==> src/rtl/swivm_muldiv_if.sv <==
// rtl/swivm_muldiv_if.sv - launch/result bundle between the EXEC stage and the mul/div unit
interface swivm_muldiv_if #(
  parameter int WIDTH = 32
);
  logic             i_start;
  logic [1:0]       i_op;
  logic             i_signed;
  logic [WIDTH-1:0] i_a;
  logic [WIDTH-1:0] i_b;
  logic             o_busy;
  logic             o_done;
  logic [WIDTH-1:0] o_result;
  logic             o_divzero;

  modport master (
    output i_start, i_op, i_signed, i_a, i_b,
    input  o_busy, o_done, o_result, o_divzero
  );

  modport slave (
    input  i_start, i_op, i_signed, i_a, i_b,
    output o_busy, o_done, o_result, o_divzero
  );
endinterface

==> src/rtl/swivm_muldiv.sv <==
// rtl/swivm_muldiv.sv - iterative shift-add multiplier / restoring divider, WIDTH+2 cycle fixed latency
module swivm_muldiv #(
  parameter  int WIDTH = 32,
  localparam int CNT_W = $clog2(WIDTH + 1)
) (
  input logic          i_clk,
  input logic          i_reset,
  swivm_muldiv_if.slave bus
);
  typedef enum logic [1:0] {IDLE, RUN, FINISH} state_t;

  localparam logic [1:0] OP_DIV = 2'b01;
  localparam logic [1:0] OP_MOD = 2'b10;

  state_t           state, state_nx;
  logic [CNT_W-1:0] cnt;
  logic [1:0]       op_q;
  logic             is_div_q;
  logic             bzero_q;
  logic             qneg_q;
  logic             rneg_q;
  logic [WIDTH-1:0] a_q;
  logic [WIDTH-1:0] x;
  logic [WIDTH-1:0] y;
  logic [WIDTH-1:0] acc;
  logic             done_q;
  logic [WIDTH-1:0] result_q;
  logic             divzero_q;

  logic [WIDTH:0]   rem_sh;
  logic             ge;
  logic [WIDTH-1:0] q_fix;
  logic [WIDTH-1:0] r_fix;
  logic             launch_div;

  function automatic logic [WIDTH-1:0] mag(input logic [WIDTH-1:0] v, input logic s);
    return (s && v[WIDTH-1]) ? -v : v;
  endfunction

  always_ff @(posedge i_clk) begin
    if (i_reset) state <= IDLE;
    else         state <= state_nx;
  end

  always_comb begin
    state_nx   = state;
    bus.o_busy = 1'b0;
    case (state)
      IDLE: if (bus.i_start) state_nx = RUN;
      RUN: begin
        bus.o_busy = 1'b1;
        if (cnt == CNT_W'(WIDTH - 1)) state_nx = FINISH;
      end
      FINISH: begin
        bus.o_busy = 1'b1;
        state_nx   = IDLE;
      end
      default: state_nx = IDLE;
    endcase
  end

  // x carries the dividend in and the quotient out; acc is the partial remainder,
  // shifted with one extra bit so a full-range divisor never truncates.
  assign rem_sh     = {acc, x[WIDTH-1]};
  assign ge         = rem_sh >= {1'b0, y};
  assign q_fix      = qneg_q ? -x : x;
  assign r_fix      = rneg_q ? -acc : acc;
  assign launch_div = (bus.i_op == OP_DIV) || (bus.i_op == OP_MOD);

  always_ff @(posedge i_clk) begin
    if (i_reset) begin
      cnt       <= '0;
      op_q      <= '0;
      is_div_q  <= 1'b0;
      bzero_q   <= 1'b0;
      qneg_q    <= 1'b0;
      rneg_q    <= 1'b0;
      a_q       <= '0;
      x         <= '0;
      y         <= '0;
      acc       <= '0;
      done_q    <= 1'b0;
      result_q  <= '0;
      divzero_q <= 1'b0;
    end else begin
      done_q <= 1'b0;
      case (state)
        IDLE: if (bus.i_start) begin
          op_q     <= bus.i_op;
          is_div_q <= launch_div;
          bzero_q  <= (bus.i_b == '0);
          a_q      <= bus.i_a;
          cnt      <= '0;
          acc      <= '0;
          qneg_q   <= bus.i_signed && (bus.i_a[WIDTH-1] ^ bus.i_b[WIDTH-1]);
          rneg_q   <= bus.i_signed && bus.i_a[WIDTH-1];
          if (launch_div) begin
            x <= mag(bus.i_a, bus.i_signed);
            y <= mag(bus.i_b, bus.i_signed);
          end else begin
            x <= bus.i_a;
            y <= bus.i_b;
          end
        end
        RUN: begin
          cnt <= cnt + CNT_W'(1);
          if (is_div_q) begin
            acc <= ge ? WIDTH'(rem_sh - {1'b0, y}) : rem_sh[WIDTH-1:0];
            x   <= {x[WIDTH-2:0], ge};
          end else begin
            acc <= acc + (y[0] ? x : '0);
            x   <= {x[WIDTH-2:0], 1'b0};
            y   <= {1'b0, y[WIDTH-1:1]};
          end
        end
        FINISH: begin
          done_q <= 1'b1;
          if (is_div_q) begin
            divzero_q <= bzero_q;
            if (bzero_q) result_q <= (op_q == OP_DIV) ? '1 : a_q;
            else         result_q <= (op_q == OP_DIV) ? q_fix : r_fix;
          end else begin
            divzero_q <= 1'b0;
            result_q  <= acc;
          end
        end
        default: ;
      endcase
    end
  end

  assign bus.o_done    = done_q;
  assign bus.o_result  = result_q;
  assign bus.o_divzero = divzero_q;
endmodule
==> src/flat_wrapper.sv <==
// flat-port wrapper written by rule: the top's interface ports become plain ports
module swivm_muldiv_flat 
#(
  parameter  int WIDTH = 32,
  localparam int CNT_W = $clog2(WIDTH + 1)
)
  (i_clk, i_reset, bus_i_start, bus_i_op, bus_i_signed, bus_i_a, bus_i_b, bus_o_busy, bus_o_done, bus_o_result, bus_o_divzero);
  swivm_muldiv_if #(.WIDTH(WIDTH)) bus_i ();
  input logic i_clk;
  input logic i_reset;
  input wire logic [$bits(bus_i.i_start)-1:0] bus_i_start;
  input wire logic [$bits(bus_i.i_op)-1:0] bus_i_op;
  input wire logic [$bits(bus_i.i_signed)-1:0] bus_i_signed;
  input wire logic [$bits(bus_i.i_a)-1:0] bus_i_a;
  input wire logic [$bits(bus_i.i_b)-1:0] bus_i_b;
  output wire logic [$bits(bus_i.o_busy)-1:0] bus_o_busy;
  output wire logic [$bits(bus_i.o_done)-1:0] bus_o_done;
  output wire logic [$bits(bus_i.o_result)-1:0] bus_o_result;
  output wire logic [$bits(bus_i.o_divzero)-1:0] bus_o_divzero;
  assign bus_i.i_start = bus_i_start;
  assign bus_i.i_op = bus_i_op;
  assign bus_i.i_signed = bus_i_signed;
  assign bus_i.i_a = bus_i_a;
  assign bus_i.i_b = bus_i_b;
  assign bus_o_busy = bus_i.o_busy;
  assign bus_o_done = bus_i.o_done;
  assign bus_o_result = bus_i.o_result;
  assign bus_o_divzero = bus_i.o_divzero;
  swivm_muldiv #(.WIDTH(WIDTH)) u_core (.i_clk(i_clk), .i_reset(i_reset), .bus(bus_i));
endmodule
==> config.mk <==
export PLATFORM = sky130hd
export DESIGN_NAME = swivm_muldiv_flat
export DESIGN_NICKNAME = d
export VERILOG_FILES = /design/src/rtl/swivm_muldiv_if.sv /design/src/rtl/swivm_muldiv.sv /design/src/flat_wrapper.sv
export SDC_FILE = /design/constraint.sdc
export NUM_CORES = 1
export LEC_CHECK = 0
export ABC_AREA = 0
export BUFFER_PORTS_ARGS = -buffer_cell sky130_fd_sc_hd__buf_2
export CAP_MARGIN = 30
export CELL_PAD_IN_SITES_DETAIL_PLACEMENT = 2
export CELL_PAD_IN_SITES_GLOBAL_PLACEMENT = 2
export CORE_MARGIN = 5
export CORE_UTILIZATION = 38
export CTS_CLUSTER_SIZE = 40
export DETAILED_ROUTE_END_ITERATION = 6
export PLACE_DENSITY_LB_ADDON = 0.1
export SETUP_SLACK_MARGIN = 0.02
export SLEW_MARGIN = 20
export SYNTH_ARGS = -nofsm -noshare
export SYNTH_HDL_FRONTEND = slang
export SYNTH_SLANG_ARGS = --single-unit
==> constraint.sdc <==
create_clock -name i_clk -period 4.9 [get_ports i_clk]
set_clock_uncertainty 0.1 [all_clocks]
set_input_delay 0.735 -clock i_clk [delete_from_list [all_inputs] [get_ports i_clk]]
set_output_delay 0.735 -clock i_clk [all_outputs]
set_load 0.03 [all_outputs]
# After elaboration in Yosys (flattened, before gate mapping)
# Index checks and enable logic that the tools add are counted.
dict set report word_totals {
  register_bits 176
  inputBits 70
  word_cells 73
}
dict set report classes {
  add_sub_neg 7
  n_lt_le_gt_ge 1
  n_eq_ne 9
  mux 29
  n_bitwise 1
  reduce_logical 12
}
# operator count
set op_table {}
lappend op_table {{32-bit 2-to-1 mux} 17}
lappend op_table {{32-bit case mux with 2 select lines} 3}
lappend op_table {{32-bit negation} 4}
lappend op_table {{33-bit by 32-bit >= comparator with 1-bit output} 1}
lappend op_table {{32-bit adder} 1}
lappend op_table {{32-bit zero test} 1}
lappend op_table {{32-bit subtractor} 1}
lappend op_table {{6-bit case mux with 2 select lines} 1}
lappend op_table {{6-bit by 1-bit adder with 6-bit output (second input constant)} 1}
lappend op_table {{2-bit by 1-bit equality test with 1-bit output (second input constant)} 3}
lappend op_table {{6-bit by 5-bit equality test with 1-bit output (second input constant)} 1}
lappend op_table {{6-bit 2-to-1 mux} 1}
lappend op_table {{2-bit AND reduction} 3}
lappend op_table {{2-bit equality test (second input constant)} 2}
lappend op_table {{1-bit 2-to-1 mux} 4}
lappend op_table {{2-bit 2-to-1 mux} 2}
lappend op_table {{2-bit != test (second input constant)} 2}
lappend op_table {{2-bit case mux with 2 select lines} 1}
lappend op_table {{1-bit logical AND} 3}
lappend op_table {{3-bit AND reduction} 1}
lappend op_table {{2-bit zero test} 1}
lappend op_table {{2-bit by 1-bit != test with 1-bit output (second input constant)} 1}
lappend op_table {{2-bit nonzero test} 1}
lappend op_table {{2-bit OR reduction} 1}
lappend op_table {{other kinds (2)} 2}

# Depth between registers and ports, before layout
# Gate-level depths: netlist of run 1.
dict set report depth {
  word_depth 5
  mapped_depth 15
  depth_no_buf 14
}

# Least setup slack after synthesis of run 1
# OpenSTA, ideal clock, no wires.
dict set report synth_path {
  path_type {reg-to-reg}
  startpoint {reg u_core.y[0]}
  endpoint {reg u_core.acc[30]}
  setup_time_ns 0.074
  arrival_ns 3.083
  path_slack_ns 1.643
  path_stages_with_launch 14
  n_path_buf 0
  path_cell_list {dfxtp_1 -> ha_1 -> inv_1 -> fa_1 -> a21oi_1 -> o21ai_0 -> a2111oi_0 -> o31ai_1 -> a21oi_2 -> o21ai_1 -> a2111oi_0 -> a311oi_1 -> o211a_1 -> o21ai_0}
}
dict set report synth_between {
  elab_chain_cells 4
}
# element line_no
set synth_lines {}
lappend synth_lines {{start, declared} swivm_muldiv.sv:24} ;# logic [WIDTH-1:0] y;
lappend synth_lines {{start signal, assigned} swivm_muldiv.sv:99} ;# y <= mag(bus.i_b, bus.i_signed);
lappend synth_lines {{start signal, assigned} swivm_muldiv.sv:102} ;# y <= bus.i_b;
lappend synth_lines {{start signal, assigned} swivm_muldiv.sv:113} ;# y <= {1'b0, y[WIDTH-1:1]};
lappend synth_lines {{32-bit 2-to-1 mux, or another cell as far along} swivm_muldiv.sv:111} ;# acc <= acc + (y[0] ? x : '0);
lappend synth_lines {{32-bit adder / 32-bit 2-to-1 mux (equally long branches)} {swivm_muldiv.sv:111, swivm_muldiv.sv:108}}
lappend synth_lines {{32-bit 2-to-1 mux (*)} swivm_muldiv.sv:107} ;# if (is_div_q) begin
lappend synth_lines {{32-bit case mux with 2 select lines (*)} swivm_muldiv.sv:87} ;# case (state)
lappend synth_lines {{end signal, assigned} swivm_muldiv.sv:108} ;# acc <= ge ? WIDTH'(rem_sh - {1'b0, y}) : rem_sh[WIDTH-1:0];
lappend synth_lines {{end signal, assigned} swivm_muldiv.sv:111}
lappend synth_lines {{end, declared} swivm_muldiv.sv:25} ;# logic [WIDTH-1:0] acc;
# Every way passes the cells marked *; elsewhere a longest branch is shown, timed or not.
# A chain may end at the register's enable or synchronous reset.

# Worst setup path after layout of run 1
dict set report layout_path {
  startpoint {reg u_core.y[0]}
  endpoint {reg u_core.acc[31]}
}
# Same word-level chain as after synthesis.

==> summary.md, run 1 <==
| Metric | Value |
|---|---|
| Post-layout nets | `2206` |
| Bufs on Longest Clock Path | `2` |
| Arrival time at the worst endpoint | `around 4.3 ns` |
| Vias in the first global route | `16260` |
| Min-delay worst type | `reg2reg` |
| DIE AREA | `between 40000 and 50000 µm²` |
| R2r startpoint | `u_core.y[0]` |
| CTS resizes | `0` |
| Seq/Total Area, Yosys | `about 24%` |
| Io pins | `105` |
| Max VDD drop | `0.2527 mV` |
| Final Max Slew Viols | `0` |
| Setup repair bufs after CTS | `0` |
| Mapped Area | `14530 µm²` |
| Worst Slack Setup Final | `0.8728 ns` |
| Top-count cell post-synth | `nand2_1` |
| Worst skew pair latency | `0.48 ns` |
| Worst Path Max Fanout | `33` |
| Syn_nets | `2176` |
| PnR Total Power | `4.488 mW` |
| Via density | `roughly 6` |
| DR WL/cell | `roughly 23 µm` |
| Vias | `~15000` |
| Async SR Flop Fraction | `0%` |
| Synth area leader | `dfxtp_1` |
| Initial antenna violation count | `0` |
| Fillers | `~4500` |
| Leak | `6.434 nW` |
| Final hold vios | `0` |
| CP Capture Type | `flop` |
| H-tree depth | `4` |
| GRT overflow | `0` |
| Crit path time final | `4.027 ns` |
| Synth top area cells | `dfxtp_1 (24%), nand2_1 (8.8%), a21oi_1 (8.4%)` |
| Die Wd | `205.5 µm` |
| Overall routed net length | `59400 µm` |
| Status | `complete, no violations` |
| CP startpoint kind | `flop` |
| Core area | `37670 µm²` |
| Clk root buf | `clkbuf_16` |
| First-pass GRT wire length | `just over 90000 µm` |
| Setup violations, final | `0` |
| Synth Warn # | `0` |
| Post-DP HPWL | `44750 µm` |
| Clock buffer count from CTS | `17` |
| Routability cong. | `0.8622` |
| Core Util, Final | `a little over two fifths` |
| Synth-to-layout area growth | `9.699%` |
| Starting Density | `38.56%` |
| Tot GR Track Use | `27.92%` |
| # clock sinks | `roughly 180` |
| Fin cells | `2586` |
| Setup_tns | `0 ns` |
| #FFs+latches synth | `176` |
| Hold slack | `roughly 0.36 ns` |
| Relative slew margins | `43.48%` |
| Worst Max-Slew Pin Slew | `0.8457 ns` |
| Setup WS pre-CTS | `0.8512 ns` |
| Fmax achieved | `248.3 MHz` |
| CTS tree | `done` |
| Netlist cell types | `85` |
| Final period utilization | `82.19%` |
| Largest net degree at the start of global routing | `65` |
| Commonest cells in the netlist | `nand2_1 (341), a21oi_1 (245), dfxtp_1 (176)` |
| Row cnt | `71` |
| RSZ-0062 raised after global routing | `no` |
| Area share of the largest cell type after synthesis | `24.26%` |
| DP Area | `around 15000 µm²` |
| Clock slew at reported path FFs | `0.07 ns` |
| Crit path from | `u_core.y[0]` |
| Mapped Cells | `2032` |
| Post-Place Cells | `2554` |
| # DRC | `0` |
| DR pass1 iterations | `5` |
| Iter 0 DRT Violations | `approximately 640` |
| Antenna diode count | `0` |
| Hold_sp | `u_core.a_q[24]` |
| Cts hold-fix bufs | `0` |
| Number of enable flip-flop cells after synthesis | `0` |
| IO Port Bufs | `around 100` |
| Fraction of layout cells with a size suffix above 1 | `10.27%` |
| Req. time, crit path | `between 5 and 6 ns` |
| Maxcap violations | `0` |
| Die Span Y | `~210 µm` |
| Syn Area/Cell | `7.148 µm²` |
| Pwr dens | `281.7 nW/µm²` |
| Synth Flop Type | `dfxtp_1` |
| Cell area after layout | `15930 µm²` |
| CP Class | `reg2reg` |
| Antenna Nets Post-Route | `0` |
routing by layer:
metal,GRT usage [%],part of all wire (%),vias up
met4,8.182,2.4,0
met1,36.68,46,7703
met5,0,0,-
met2,48.39,49,268
li1,-,-,7239
met3,2.994,2.7,83
worst max-delay path, cell delays in order (launching register included):
cell	delay [ns]
dfxtp_1	0.32
buf_4	0.24
and2_1	0.22
ha_1	0.38
o211ai_1	0.15
o211ai_1	0.22
a31oi_1	0.23
a2111oi_1	0.85
a21oi_1	0.17
a21oi_1	0.31
o21ba_2	0.21
xnor2_1	0.08
a41o_1	0.25
a22o_1	0.17
sequential cells by signal, summed over array words and instances (netlist names):
register / flops
u_core.is_div_q: 1
u_core.rneg_q: 1
u_core.acc: 32
u_core.qneg_q: 1
u_core.y: 32
u_core.bus.o_divzero: 1
u_core.cnt: 6
u_core.bzero_q: 1
u_core.op_q: 2
u_core.a_q: 32
u_core.x: 32
u_core.state: 2
u_core.bus.o_result: 32
u_core.bus.o_done: 1
final timing paths:
| kind | slack [ns] | to | depth (start not counted) |
|---|---|---|---|
| worst max-delay path | 0.87 | u_core.acc[31] | 13 |
| worst max register to register | 0.87 | u_core.acc[31] | 13 |
| worst min register to register | 0.36 | u_core.a_q[24] | 2 |
| worst min-delay path | 0.36 | u_core.a_q[24] | 2 |
power by group:
part | internal, mW | switching [mW]
combinational | 0.520 | 0.944
sequential | 1.51 | 0.132
clock | 0.727 | 0.656
cell families after synthesis:
family	Yosys count	synth area share (%)
adders and majority gates	74	6.478
AOI/OAI and AO/OA	663	28.32
xor gates and xnor gates	170	10.25
and+or+nand+nor	736	23.48
buffers and inverters	197	6.081
muxes	16	1.128
DFF	176	24.26
cell usage in the layout (no fill, tap or decap), types with 14 or more instances in the layout:
| cell type | netlist | routed |
|---|---|---|
| xnor2_1 | 92 | 92 |
| a21o_1 | 37 | 37 |
| nor3_1 | 26 | 26 |
| inv_1 | 68 | 68 |
| o21ai_0 | 151 | 151 |
| and2_1 | 36 | 36 |
| dfxtp_1 | 176 | 175 |
| buf_2 | 5 | 103 |
| nor2_1 | 153 | 152 |
| nand3_1 | 27 | 27 |
| o31ai_1 | 24 | 24 |
| nand2b_1 | 38 | 38 |
| a21oi_1 | 245 | 243 |
| nor2b_1 | 18 | 17 |
| a311oi_1 | 25 | 25 |
| o221ai_1 | 25 | 25 |
| a211oi_1 | 20 | 20 |
| nand2_1 | 341 | 341 |
| buf_4 | 0 | 36 |
| clkbuf_16 | 0 | 17 |
| o211ai_1 | 16 | 16 |
| a31oi_1 | 19 | 19 |
| xor2_1 | 78 | 78 |
| nor4_1 | 14 | 14 |
| ha_1 | 72 | 70 |
| nand4_1 | 15 | 15 |
cell type report:
type	count	area, µm²	area share (%)
Inverter	68	255.2	1.602
Timing Repair Buffer	140	800.8	5.026
Multi-Input combinational cell	1659	10150	63.68
Clock buffer	20	456.7	2.866
Sequential cell	176	3527	22.14
Tap cell	511	639.4	4.013
Clock inverter	12	107.6	0.6753
Power figures use the tool's default switching activity.
==> run 2, diff against run 1 <==
--- a/config.mk
+++ b/config.mk
@@ -5,13 +5,13 @@
 export SDC_FILE = /design/constraint.sdc
 export NUM_CORES = 1
 export LEC_CHECK = 0
-export ABC_AREA = 0
+export ABC_AREA = 1
 export BUFFER_PORTS_ARGS = -buffer_cell sky130_fd_sc_hd__buf_2
 export CAP_MARGIN = 30
 export CELL_PAD_IN_SITES_DETAIL_PLACEMENT = 2
 export CELL_PAD_IN_SITES_GLOBAL_PLACEMENT = 2
 export CORE_MARGIN = 5
-export CORE_UTILIZATION = 38
+export CORE_UTILIZATION = 33
 export CTS_CLUSTER_SIZE = 40
 export DETAILED_ROUTE_END_ITERATION = 6
 export PLACE_DENSITY_LB_ADDON = 0.1
==> constraint.sdc (replaced) <==
create_clock -name i_clk -period 4.1 [get_ports i_clk]
set_clock_uncertainty 0.1 [all_clocks]
set_input_delay 0.615 -clock i_clk [delete_from_list [all_inputs] [get_ports i_clk]]
set_output_delay 0.615 -clock i_clk [all_outputs]
set_load 0.03 [all_outputs]
==> summary.md, run 2 <==
| Metric | Value |
|---|---|
| Post-DP HPWL | `68460 µm (+53%)` |
| Met3 Usage GRT | `4.238% (+1.2 points)` |
| Row cnt | `82 (+15%)` |
| Fmax achieved | `297.9 MHz (+20%)` |
| Most frequent cells in the layout | `nand2_1 (852), inv_1 (389), a21oi_1 (329)` |
| Post-Place Cells | `3666 (+44%)` |
| Via density | `5.567 (-5.9%)` |
| Largest net degree at the start of global routing | `72 (+11%)` |
| Netlist cell types | `50 (-41%)` |
| Fin cells | `3698 (+43%)` |
| Final period utilization | `81.86% (-0.32 points)` |
| Mapped Cells | `2959 (+46%)` |
| Hold depth | `3 (+1)` |
| Die Wd | `234.3 µm (+14%)` |
| Maxcap violations | `0 (unchanged)` |
| CTS tree | `done` |
| Antenna Nets Post-Route | `0 (unchanged)` |
| Crit-path max cell delay | `0.64 ns (-0.21 ns)` |
| Vias | `20590 (+35%)` |
| Vias in the first global route | `21510 (+32%)` |
| Async SR Flop Fraction | `0% (unchanged)` |
| Leak | `9.176 nW (+43%)` |
| WP buf/inv | `3 (+2)` |
| DR WL/cell | `23.09 µm (+0.54%)` |
| Setup WS pre-CTS | `0.7407 ns (-0.1105 ns)` |
| Fillers | `6517 (+44%)` |
| Area share of the largest cell type after synthesis | `21.23% (-3.0 points)` |
| DR pass1 iterations | `5 (unchanged)` |
| Core area | `49970 µm² (+33%)` |
| Synth area leader | `dfxtp_1` |
| DP Area | `17860 µm² (+16%)` |
| Synth Warn # | `0 (unchanged)` |
| Commonest cells in the netlist | `nand2_1 (852), inv_1 (392), a21oi_1 (329)` |
| IO Port Bufs | `104 (unchanged)` |
| Syn Area/Cell | `5.609 µm² (-22%)` |
| Overall routed net length | `85400 µm (+44%)` |
| Setup_tns | `0 ns (unchanged)` |
| Clock slew at reported path FFs | `0.08 ns (about the same)` |
| Starting Density | `33.22% (-5.3 points)` |
| Setup repair bufs after CTS | `0 (unchanged)` |
| Pwr dens | `323.1 nW/µm² (+15%)` |
| RSZ-0062 raised after global routing | `no` |
| Status | `complete, no violations` |
| Worst Path Max Fanout | `46 (+39%)` |
| GRT overflow | `0 (unchanged)` |
| Fraction of layout cells with a size suffix above 1 | `7.931% (-2.3 points)` |
| Final hold vios | `0 (unchanged)` |
| Worst skew pair latency | `0.49 ns (about the same)` |
| Synth-to-layout area growth | `11.08%` |
| Bufs on Longest Clock Path | `2 (unchanged)` |
| Clk root buf | `clkbuf_16` |
| CP startpoint kind | `flop` |
| Slowest cell on crit path | `o21ai_2` |
| Arrival time at the worst endpoint | `3.66 ns (-0.64 ns)` |
| Crit. path cell count | `9 (-4)` |
| Tot GR Track Use | `30.64% (+2.7 points)` |
| Io pins | `105 (unchanged)` |
| Clock buffer count from CTS | `17 (unchanged)` |
| Busiest layer in global routing | `met2` |
| First-pass GRT wire length | `129400 µm (+39%)` |
| Top-count cell post-synth | `nand2_1` |
| Cell count of the worst reg-to-reg path | `9 (-4)` |
| #FFs+latches synth | `176 (unchanged)` |
| H-tree depth | `4 (unchanged)` |
| Crit path time final | `3.356 ns (-0.6708 ns)` |
| Die Span Y | `234.3 µm (+14%)` |
| CP Capture Type | `flop` |
| Synth top area cells | `dfxtp_1 (21%), nand2_1 (19%), a21oi_1 (9.9%)` |
| Post-layout nets | `3157 (+43%)` |
| Req. time, crit path | `4.40 ns (-0.77 ns)` |
| Grt met2 use | `48.44% (about the same)` |
| Antenna diode count | `0 (unchanged)` |
| Number of enable flip-flop cells after synthesis | `0 (unchanged)` |
| Worst Max-Slew Pin Slew | `1.003 ns (+0.1568 ns)` |
| Routability cong. | `0.9613 (+11%)` |
| Relative slew margins | `33.09% (-10 points)` |
| Seq/Total Area, Yosys | `21.23% (-3.0 points)` |
| Synth Flop Type | `dfxtp_1` |
| Mapped Area | `16600 µm² (+14%)` |
| Worst Slack Setup Final | `0.7436 ns (-0.1292 ns)` |
| Final Max Slew Viols | `0 (unchanged)` |
| CTS resizes | `0 (unchanged)` |
| DIE AREA | `54880 µm² (+30%)` |
| Cts hold-fix bufs | `0 (unchanged)` |
| Setup violations, final | `0 (unchanged)` |
| Cell area after layout | `18440 µm² (+16%)` |
| GR Util met1 | `43.04% (+6.4 points)` |
| Max VDD drop | `0.2702 mV (+6.9%)` |
| PnR Total Power | `5.957 mW (+33%)` |
| # clock sinks | `176 (unchanged)` |
| Top delay family on crit path | `compound AO/OA/AOI/OAI gates` |
| Syn_nets | `3103 (+43%)` |
| Commonest non-fill, non-tap cell in the layout | `nand2_1` |
| CP Class | `reg2reg` |
| # DRC | `0 (unchanged)` |
| Initial antenna violation count | `4 (+4)` |
| Iter 0 DRT Violations | `1180 (+85%)` |
| Critical path, cell by cell | `inv_1, ha_1, o21ai_2, inv_2, a21oi_4, inv_2, a21oi_1, o21ai_0, a21oi_1` |
| Min-delay worst type | `in2reg` |
[run 2: area by class of cell]
class                      count  area (µm²)  share of cell area (%)
clock inverter                14       147.6                  0.8008
sequential                   176        3525                   19.12
clock buffer                  18       429.2                   2.328
tap                          672       840.8                   4.561
inverter                     403        1513                   8.205
timing repair buffer         156       913.4                   4.954
multi-input combinational   2259       11070                   60.03
[run 2: worst reg2reg max path: stages (launching register included)]
cell	delay, ns
dfxtp_1	0.37
inv_1	0.08
ha_1	0.24
o21ai_2	0.64
inv_2	0.14
a21oi_4	0.51
inv_2	0.49
a21oi_1	0.40
o21ai_0	0.15
a21oi_1	0.16
[run 2: report_power, final]
part           switching (mW)  leakage, nW  internal, mW
registers               0.143         1.44          1.81
logic                    1.66         7.45         0.619
clock network           0.862        0.288         0.860
[run 2: logic make-up (layout without fill, tap and decap cells)]
| logic type | Yosys count | in the layout | synth area share [%] |
|---|---|---|---|
| buf+inv | 524 | 591 | 12.13 |
| compound gates | 628 | 628 | 20.66 |
| fa+ha+maj | 74 | 74 | 5.669 |
| flops | 176 | 176 | 21.23 |
| xor+xnor | 37 | 37 | 1.953 |
| simple gates | 1520 | 1520 | 38.36 |
[run 2: metal layers]
metal / share of wire [%] / routed length [µm]
met1: 47 / 40400
met2: 44 / 37940
met3: 4.9 / 4205
met4: 3.3 / 2826
met5: 0.032 / 27
[run 2: through the flow]
| stage | utilization [%] | hold slack, ns |
|---|---|---|
| detailed placement | 35.74 | 0.3589 |
| global route | 36.90 | 0.3251 |
| CTS | 36.90 | 0.2933 |
| global placement | 35.74 | 0.3497 |
| finish | 36.90 | 0.3295 |
| floorplan | - | 0.3301 |
[run 2: final timing paths]
path	startpoint	end	slack, ns
setup / recovery	u_core.state[0]	u_core.y[16]	0.74
hold / removal	bus_i_a[2]	u_core.a_q[2]	0.33
setup reg to reg	u_core.state[0]	u_core.y[16]	0.74
hold reg to reg	u_core.y[30]	u_core.y[30]	0.37
==> run 3, diff against run 2 <==
--- a/config.mk
+++ b/config.mk
@@ -5,13 +5,13 @@
 export SDC_FILE = /design/constraint.sdc
 export NUM_CORES = 1
 export LEC_CHECK = 0
-export ABC_AREA = 1
+export ABC_AREA = 0
 export BUFFER_PORTS_ARGS = -buffer_cell sky130_fd_sc_hd__buf_2
 export CAP_MARGIN = 30
 export CELL_PAD_IN_SITES_DETAIL_PLACEMENT = 2
 export CELL_PAD_IN_SITES_GLOBAL_PLACEMENT = 2
 export CORE_MARGIN = 5
-export CORE_UTILIZATION = 33
+export CORE_UTILIZATION = 32
 export CTS_CLUSTER_SIZE = 40
 export DETAILED_ROUTE_END_ITERATION = 6
 export PLACE_DENSITY_LB_ADDON = 0.1
==> constraint.sdc (replaced) <==
create_clock -name i_clk -period 2.8 [get_ports i_clk]
set_clock_uncertainty 0.1 [all_clocks]
set_input_delay 0.42 -clock i_clk [delete_from_list [all_inputs] [get_ports i_clk]]
set_output_delay 0.42 -clock i_clk [all_outputs]
set_load 0.03 [all_outputs]
==> summary.md, run 3 (synthesis gave the netlist of run 1 again) <==
| Metric | Value |
|---|---|
| Status | `complete, but fails checks` |
| Failing checks | `negative setup slack` |
| Vias | `17820 (-13%)` |
| CP Class | `reg2reg` |
| DR pass1 iterations | `5 (unchanged)` |
| H-tree depth | `4 (unchanged)` |
| Row cnt | `78 (-4.9%)` |
| Switching share of power | `40.40% (-4.3 points)` |
| Initial antenna violation count | `1 (-3)` |
| DR WL/cell | `26.24 µm (+14%)` |
| Sw power | `4.032 mW (+51%)` |
| Post-layout nets | `2596 (-18%)` |
| Internal Power | `5.947 mW (+81%)` |
| Crit path from | `u_core.y[0]` |
| Top delay family on crit path | `compound AO/OA/AOI/OAI gates` |
| Final period utilization | `122.0% (+40 points)` |
| Setup violations, final | `52 (+52)` |
| Reg power frac | `28.3% (-4.6 points)` |
| Synth-to-layout area growth | `43.13%` |
| Crit-path max cell delay | `0.48 ns (-0.16 ns)` |
| Worst Path Max Fanout | `7 (-85%)` |
| Setup WS pre-CTS | `-0.7665 ns (-1.507 ns)` |
| CP Capture Type | `flop` |
| Most frequent cells in the layout | `buf_4 (376), nand2_1 (331), a21oi_1 (205)` |
| Overall routed net length | `80390 µm (-5.9%)` |
| Leak | `8.671 nW (-5.5%)` |
| Cts hold-fix bufs | `0 (unchanged)` |
| Largest net degree at the start of global routing | `90 (+25%)` |
| Min-delay worst type | `in2reg` |
| Die Wd | `223.1 µm (-4.8%)` |
| First-pass GRT wire length | `112100 µm (-13%)` |
| Clock slew at reported path FFs | `0.08 ns (about the same)` |
| Post-DP HPWL | `53070 µm (-22%)` |
| Final hold vios | `0 (unchanged)` |
| Pwr dens | `480.0 nW/µm² (+49%)` |
| Post-Place Cells | `2962 (-19%)` |
| Setup_tns | `-17.02 ns (-17.02 ns)` |
| # DRC | `0 (unchanged)` |
| GRT overflow | `0 (unchanged)` |
| WP buf/inv | `1 (-2)` |
| Arrival time at the worst endpoint | `3.71 ns (+0.05 ns)` |
| Fillers | `5076 (-22%)` |
| Fmax achieved | `292.8 MHz (-1.7%)` |
| Core Util, Final | `46.01% (+9.1 points)` |
| Critical path, cell by cell | `buf_6, and2_4, ha_4, o211ai_1, o211ai_1, a31oi_4, a2111oi_4, a21oi_2, a21oi_2, o21ba_4, xnor2_2, a41o_1, a22o_1` |
| RSZ-0062 raised after global routing | `yes` |
| Final Max Slew Viols | `0 (unchanged)` |
| R2r startpoint | `u_core.y[0]` |
| CP startpoint kind | `flop` |
| Worst Max-Slew Pin Slew | `0.7304 ns (-0.2721 ns)` |
| Relative slew margins | `51.31% (+18 points)` |
| Clock group share of total power | `25.4% (-3.5 points)` |
| Clk root buf | `clkbuf_16` |
| Clock buffer count from CTS | `17 (unchanged)` |
| Fin cells | `3064 (-17%)` |
| Slowest cell on crit path | `a2111oi_4` |
| Vias in the first global route | `18930 (-12%)` |
| Worst skew pair latency | `0.51 ns (+0.02 ns)` |
| Worst Slack Setup Final | `-0.6159 ns (-1.359 ns)` |
| Req. time, crit path | `3.10 ns (-1.30 ns)` |
| Iter 0 DRT Violations | `1153 (-2.3%)` |
| Max VDD drop | `0.4045 mV (+50%)` |
| Antenna Nets Post-Route | `0 (unchanged)` |
| Die Span Y | `223.1 µm (-4.8%)` |
| Via density | `5.817 (+4.5%)` |
| Hold_sp | `bus_i_a[28]` |
| Io pins | `105 (unchanged)` |
| Comb pwr share | `46.2% (+8.0 points)` |
| Fraction of layout cells with a size suffix above 1 | `33.97% (+26 points)` |
| CTS tree | `done` |
| # clock sinks | `176 (unchanged)` |
| Routability cong. | `0.8958 (-6.8%)` |
| IO Port Bufs | `104 (unchanged)` |
| Maxcap violations | `0 (unchanged)` |
| Hold slack | `0.06319 ns (-0.2663 ns)` |
| Core area | `45190 µm² (-9.6%)` |
| Bufs on Longest Clock Path | `2 (unchanged)` |
| Starting Density | `32.15% (-1.1 points)` |
| Antenna diode count | `0 (unchanged)` |
| Tot GR Track Use | `28.60% (-2.0 points)` |
| DIE AREA | `49750 µm² (-9.3%)` |
| Crit path time final | `3.416 ns (+0.05948 ns)` |
| Commonest non-fill, non-tap cell in the layout | `buf_4` |
-- run 3: what timing repair did --
item                       CTS  global route
resized for setup          238           137
buffers inserted            35            39
gates cloned                 3             0
setup endpoints to repair   51            59
pin swaps                   97           132
-- run 3: final timing paths --
check	to	slack, ns	cells after the start
max reg2reg	u_core.acc[31]	-0.62	13
min reg2reg	u_core.a_q[4]	0.37	2
min	u_core.a_q[28]	0.06	3
max	u_core.acc[31]	-0.62	13
-- run 3: stage by stage --
step | cell area (µm²) | power [mW]
global route | 20790 | 10.36
finish | 20790 | 9.979
global placement | 18060 | 6.066
detailed placement | 18060 | 6.203
CTS | 19910 | 9.304
floorplan | 14750 | 4.683
-- run 3: cell type report --
class	instances	area (µm²)	share of cell area, %
sequential	176	3588	17.26
timing repair buffer	529	3963	19.06
inverter	68	265.3	1.276
multi-input combinational	1660	11660	56.08
clock buffer	21	460.4	2.215
tap	600	750.7	3.611
clock inverter	10	103.9	0.4995
-- run 3: power by group through the flow --
stage	Clock (mW)	Sequential [mW]	Combinational, mW
2_1_floorplan	0	2.81	1.88
3_3_place_gp	0	2.85	3.21
3_5_place_dp	0	2.86	3.34
4_1_cts	2.56	2.81	3.93
5_1_grt	2.68	2.84	4.85
6_report	2.54	2.83	4.62
-- run 3: worst register-to-register path: stages (launching register included) --
cell	delay [ns]
dfxtp_4	0.40
buf_6	0.16
and2_4	0.17
ha_4	0.28
o211ai_1	0.11
o211ai_1	0.38
a31oi_4	0.21
a2111oi_4	0.48
a21oi_2	0.12
a21oi_2	0.21
o21ba_4	0.18
xnor2_2	0.07
a41o_1	0.24
a22o_1	0.18
-- run 3: layer usage --
layer	up-vias	global-route usage [%]	share of wire (%)
met2	524	49.40	50
met4	0	10.28	3.8
met3	189	4.066	3.9
met5	-	0	0
li1	8028	-	-
met1	9082	36.35	43
